File: src/rtl/branch_resolver.sv
`default_nettype none
// ============================================================================
//  Module      : branch_resolver
//  Description : Resolves conditional branches (B / BR) from the Z/V/N flag
//                register, forwarding same-cycle flag writes. Tracks in-flight
//                flag writers so a branch waits until its flags are final.
//                Produces a registered taken/target decision plus a flush.
//  Revision    : 1.0 - initial release
// ============================================================================
module branch_resolver #(
    parameter int PEND_W = 2,
    parameter int ADDR_W = 16
) (
    input  logic              clk,
    input  logic              rst,
    input  logic              br_valid,
    output logic              br_ready,
    input  logic [2:0]        br_ccc,
    input  logic              br_reg,
    input  logic [ADDR_W-1:0] br_pc_plus2,
    input  logic [8:0]        br_offset,
    input  logic [ADDR_W-1:0] br_rs_data,
    input  logic              Z,
    input  logic              V,
    input  logic              N,
    input  logic              Z_en,
    input  logic              Z_set,
    input  logic              V_en,
    input  logic              V_set,
    input  logic              N_en,
    input  logic              N_set,
    input  logic              fs_issue,
    output logic              fs_full,
    output logic              res_valid,
    output logic              res_taken,
    output logic [ADDR_W-1:0] res_target,
    output logic              flush
);

    localparam logic [PEND_W-1:0] c_pend_max  = {PEND_W{1'b1}};
    localparam logic [PEND_W-1:0] c_pend_zero = '0;
    localparam logic [PEND_W-1:0] c_pend_one  = {{(PEND_W-1){1'b0}}, 1'b1};
    localparam logic [2:0]        c_uncond    = 3'b111;

    typedef enum logic [0:0] {
        S_IDLE = 1'b0,
        S_WAIT = 1'b1
    } state_t;

    state_t             state_q, state_d;
    logic [PEND_W-1:0]  pend_q, pend_d;
    logic [2:0]         ccc_q, ccc_d;
    logic [ADDR_W-1:0]  target_q, target_d;
    logic [ADDR_W-1:0]  pc2_q, pc2_d;
    logic               res_valid_q, res_valid_d;
    logic               res_taken_q, res_taken_d;
    logic [ADDR_W-1:0]  res_target_q, res_target_d;
    logic               flush_q, flush_d;

    logic               w_fw;
    logic               w_zf, w_vf, w_nf;
    logic               w_fin;
    logic [ADDR_W-1:0]  w_off_ext;
    logic [ADDR_W-1:0]  w_br_target;

    // Condition-code evaluation against a set of effective flags.
    function automatic logic cond_true(input logic [2:0] ccc,
                                       input logic zf, input logic vf, input logic nf);
        logic r;
        case (ccc)
            3'b000:  r = ~zf;
            3'b001:  r = zf;
            3'b010:  r = ~zf & ~nf;
            3'b011:  r = nf;
            3'b100:  r = zf | (~zf & ~nf);
            3'b101:  r = nf | zf;
            3'b110:  r = vf;
            default: r = 1'b1;
        endcase
        return r;
    endfunction

    // Flag forwarding, finality and incoming-branch target computation.
    always_comb begin
        w_fw        = Z_en | V_en | N_en;
        w_zf        = Z_en ? Z_set : Z;
        w_vf        = V_en ? V_set : V;
        w_nf        = N_en ? N_set : N;
        // The last outstanding writer retiring this cycle makes flags final,
        // unless a new writer enters at the same time.
        w_fin       = (pend_q == c_pend_zero) |
                      ((pend_q == c_pend_one) & w_fw & ~fs_issue);
        w_off_ext   = {{(ADDR_W-9){br_offset[8]}}, br_offset};
        w_br_target = br_reg ? br_rs_data
                             : br_pc_plus2 + {w_off_ext[ADDR_W-2:0], 1'b0};
    end

    // Scoreboard of in-flight flag writers, saturating at both ends.
    always_comb begin
        pend_d = pend_q;
        if (fs_issue & ~w_fw & (pend_q != c_pend_max))
            pend_d = pend_q + c_pend_one;
        else if (w_fw & ~fs_issue & (pend_q != c_pend_zero))
            pend_d = pend_q - c_pend_one;
    end

    // Branch FSM: resolve immediately when flags are final, otherwise wait.
    always_comb begin
        state_d      = state_q;
        ccc_d        = ccc_q;
        target_d     = target_q;
        pc2_d        = pc2_q;
        res_valid_d  = 1'b0;
        res_taken_d  = res_taken_q;
        res_target_d = res_target_q;
        flush_d      = 1'b0;
        case (state_q)
            S_IDLE: begin
                if (br_valid) begin
                    ccc_d    = br_ccc;
                    target_d = w_br_target;
                    pc2_d    = br_pc_plus2;
                    if (w_fin | (br_ccc == c_uncond)) begin
                        res_valid_d  = 1'b1;
                        res_taken_d  = cond_true(br_ccc, w_zf, w_vf, w_nf);
                        res_target_d = res_taken_d ? w_br_target : br_pc_plus2;
                        flush_d      = res_taken_d;
                    end else begin
                        state_d = S_WAIT;
                    end
                end
            end
            S_WAIT: begin
                if (w_fin | (ccc_q == c_uncond)) begin
                    res_valid_d  = 1'b1;
                    res_taken_d  = cond_true(ccc_q, w_zf, w_vf, w_nf);
                    res_target_d = res_taken_d ? target_q : pc2_q;
                    flush_d      = res_taken_d;
                    state_d      = S_IDLE;
                end
            end
            default: state_d = S_IDLE;
        endcase
    end

    // State and result registers.
    always_ff @(posedge clk) begin
        if (rst) begin
            state_q      <= S_IDLE;
            pend_q       <= c_pend_zero;
            ccc_q        <= 3'b000;
            target_q     <= '0;
            pc2_q        <= '0;
            res_valid_q  <= 1'b0;
            res_taken_q  <= 1'b0;
            res_target_q <= '0;
            flush_q      <= 1'b0;
        end else begin
            state_q      <= state_d;
            pend_q       <= pend_d;
            ccc_q        <= ccc_d;
            target_q     <= target_d;
            pc2_q        <= pc2_d;
            res_valid_q  <= res_valid_d;
            res_taken_q  <= res_taken_d;
            res_target_q <= res_target_d;
            flush_q      <= flush_d;
        end
    end

    assign br_ready   = (state_q == S_IDLE);
    assign fs_full    = (pend_q == c_pend_max);
    assign res_valid  = res_valid_q;
    assign res_taken  = res_taken_q;
    assign res_target = res_target_q;
    assign flush      = flush_q;

endmodule
`default_nettype wire

File: config.mk
export PLATFORM = sky130hd
export DESIGN_NAME = branch_resolver
export DESIGN_NICKNAME = d
export VERILOG_FILES = /design/src/rtl/branch_resolver.sv
export SDC_FILE = /design/constraint.sdc
export NUM_CORES = 1
export LEC_CHECK = 0
export BUFFER_PORTS_ARGS = -buffer_cell sky130_fd_sc_hd__buf_2
export CORE_UTILIZATION = 50
export CTS_BUF_LIST = sky130_fd_sc_hd__clkbuf_4 sky130_fd_sc_hd__clkbuf_8
export DETAILED_ROUTE_END_ITERATION = 10
export HOLD_SLACK_MARGIN = 0.05
export PLACE_DENSITY = 0.83
export SYNTH_ARGS = -nofsm -noshare
export SYNTH_HDL_FRONTEND = slang
export SYNTH_SLANG_ARGS = --single-unit
File: constraint.sdc
create_clock -name clk -period 2.38 [get_ports clk]
set_clock_uncertainty 0.05 [all_clocks]
set_input_delay 0.238 -clock clk [delete_from_list [all_inputs] [get_ports clk]]
set_output_delay 0.238 -clock clk [all_outputs]
set_load 0.05 [all_outputs]
==> metrics.md <==
| Metric | Value |
|---|---|
| Ys async rst share | 0% |
| DRT Wirelength | 10.26 mm |
| Switching portion of total power | 38.82% |
| Synth Flop Type | dfxtp_1 |
| CTS root buf | clkbuf_8 |
| Largest net degree at the start of global routing | 32 |
| Routed Antenna Nets | 0 |
| Area Overhead vs Synth | 23.23% |
| Final nets | 623 |
| Mean area per synthesized cell | 8.188 sq um |
| Share of layout cells above drive strength 1 | 30.25% |
| Hold_buf cts | 0 |
| Starting DRT DRC Count | 315 |
| IO buf count | 78 |
| Startpoint Class | flop |
| Row Count | 30 |
| Worst vdd ir | 0.3105 mV |
| Drt pass-1 iters | 5 |
| Initial antenna violation count | 0 |
| Placer Congestion | 0.9805 |
| Commonest non-fill, non-tap cell in the layout | buf_2 |
| Crit path kind | flop to flop |
| Total die area | 7750 sq um |
| Slew @ Worst Pin | 0.5940 ns |
| Total number of vias | 3,782 |
| Seq pwr share | 34.4% |
| Vias in the first global route | 3,521 |
| Slowest cell on crit path | dfxtp_2 |
| Library cells used by synthesis | 57 |
| Top Family by Delay on Critical Path | compound AO/OA/AOI/OAI gates |
| Post-synth EDFFs | 0 |
| Post-DP HPWL | 7.682 mm |
| Largest stage delay, worst path | 0.38 ns |
| Leakage | 2.067 nW |
| Global route overflow | 0 |
| End-of-flow core utilization | 65.32% |
| Residual DRC count | 0 |
| Die H | 88.04 um |
| GR Util All Layers | 27.64% |
| Final Hold Violating Endpoints | 0 |
| Final worst-path cycle share | 94.36% |
| Register area share after synthesis | 30.83% |
| Int Pwr | 2.060 mW |
| Crit path buf inv count | 2 |
| Skew-Pair Late Insertion Delay | 0.34 ns |
| Logic pwr share | 40.9% |
| H-tree depth | 3 |
| Worst setup EP type | flop |
| CP Cell Sequence | inv_1 -> nor4_1 -> a211oi_2 -> nor2b_2 -> buf_12 -> mux2_2 -> a221oi_1 -> a211oi_1 |
| Core area | 6982 sq um |
| Syn_nets | 528 |
| Syn Std Cell Area | 3701 sq um |
| Initial Utilization | 53.01% |
| Post-route total power | 3.367 mW |
| Top Ports | 79 |
| CTS sink count | 57 |
| Status | finished clean |
| Switching pwr | 1.307 mW |
| Final worst slack | 0.1342 ns |
| Post-CTS setup buffers | 0 |
| Pwr dens | 738.2 nW/um^2 |
| Unrepaired setup endpoints after global routing | no |
| Setup violators final | 0 |
| Post-CTS Resized | 0 |
| Synth top area cells | dfxtp_1, nand2_1, ha_1, a21oi_1, mux2i_1 |
| Crit path max fanout | 13 |
| # diodes | 0 |
| Horiz. Die Dim | 88.04 um |
| Worst Hold Class | primary input to flop |
| Clock transition at path regs | 0.06 ns |
| Max Slew Vio Count | 0 |
| Critical path required time | 2.54 ns |
| Most frequent cells in the layout | buf_2, nand2_1, dfxtp_1 |
| Synthesized flop and latch total | 57 |
| Top cell type by total area after synthesis | dfxtp_1 |
| CTS tree | done |
| Minimum clock period | 2.246 ns |
| MaxCap Viol Count | 0 |
| Cells after Synth | 452 |
| First-pass GRT wire length | 16.61 mm |
| Synth warn | 0 |
| Max transition margin | 59.37% |
| Number of CTS-inserted buffers | 9 |
| Post-synth top area share | 30.83% |
| Clock buffer depth | 2 |
| DP Worst Slack | -0.08839 ns |
| WL per Instance | 15.83 um |
| Fmax | 445.3 MHz |
| Vias per cell | 5.836 |
| Clk network pwr share | 24.7% |
| Critical Path AT | 2.40 ns |
==> power by group through the flow <==
stage | combinational (mW) | clock (mW) | sequential [mW]
after global placement | 1.32 | 0 | 1.17
after floorplan | 0.738 | 0 | 1.39
after detailed placement | 1.36 | 0 | 1.18
final | 1.38 | 0.831 | 1.16
after global routing | 1.48 | 0.876 | 1.17
after CTS | 1.37 | 0.831 | 1.16
==> metal layers <==
layer	up-vias	part of all wire [%]	track usage [%]
met5	-	0	0
li1	1824	-	-
met2	179	47	46.79
met1	1767	44	36.42
met4	0	1.2	8.651
met3	12	7.6	3.959
==> sequential cells by signal, indices dropped and copies added (netlist names) <==
| register | count |
|---|---|
| target_q | 16 |
| res_valid | 1 |
| ccc_q | 3 |
| res_target | 16 |
| state_q | 1 |
| pend_q | 2 |
| res_taken | 1 |
| pc2_q | 16 |
| flush | 1 |
==> metrics by stage <==
stage | area, sq um | setup TNS (ns) | hold WS (ns) | std cells
2_1_floorplan | 3701 | 0 | 0.3240 | 452
3_3_place_gp | 4373 | -0.08116 | 0.3880 | 632
3_5_place_dp | 4373 | -0.3510 | 0.3966 | 632
4_1_cts | 4554 | 0 | 0.1193 | 648
5_1_grt | 4561 | 0 | 0.1284 | 648
6_report | 4561 | 0 | 0.1247 | 648
==> Yosys cell counts (5+ instances only) <==
library cell,instances
and2_1,7
ha_1,17
nand2_1,72
nor3_1,9
a211oi_1,13
mux2i_1,18
mux2_4,7
nand3_1,12
nand2b_1,10
inv_1,11
o211ai_1,8
a221oi_1,8
a211oi_2,5
xnor2_1,5
dfxtp_1,57
o21ai_0,12
a21o_1,5
a21oi_1,41
o21a_1,5
nor2_1,35
clkbuf_1,20
mux2_2,12
==> worst reg2reg max path, cell delays in order, from the launching register on <==
cell,delay (ns)
dfxtp_2,0.38
inv_1,0.08
nor4_1,0.31
a211oi_2,0.10
nor2b_2,0.19
buf_12,0.18
mux2_2,0.34
a221oi_1,0.34
a211oi_1,0.15
==> kinds of logic (layout without fill, tap and decap cells) <==
family / Yosys count / in the layout / share of synthesized area (%)
buffers and inverters: 40 / 140 / 4.834
flip-flops: 57 / 57 / 30.83
AO/OA/AOI/OAI: 126 / 126 / 23.90
XOR/XNOR: 9 / 9 / 2.130
adder cells (fa/ha/maj): 18 / 18 / 6.288
AND/OR/NAND/NOR: 164 / 164 / 20.28
multiplexers: 38 / 38 / 11.73
==> area by class of cell <==
type                            count  area, sq um
Clock buffer                       13        166.4
Sequential cell                    57         1142
Clock inverter                      3        15.01
Multi-Input combinational cell    355         2389
Fill cell                         599         2421
Timing Repair Buffer              112        683.2
Inverter                           12        45.04
Tap cell                           96        120.1
==> path summary, 6_finish.rpt <==
| kind | slack, ns | start | end | depth (start not counted) |
|---|---|---|---|---|
| worst min-delay path | 0.12 | br_pc_plus2[0] | pc2_q[0] | 3 |
| worst min register to register | 0.41 | pc2_q[2] | pc2_q[2] | 2 |
| worst max register to register | 0.13 | ccc_q[2] | res_target[8] | 8 |
| worst max-delay path | 0.13 | ccc_q[2] | res_target[8] | 8 |
Power figures use the tool's default switching activity.
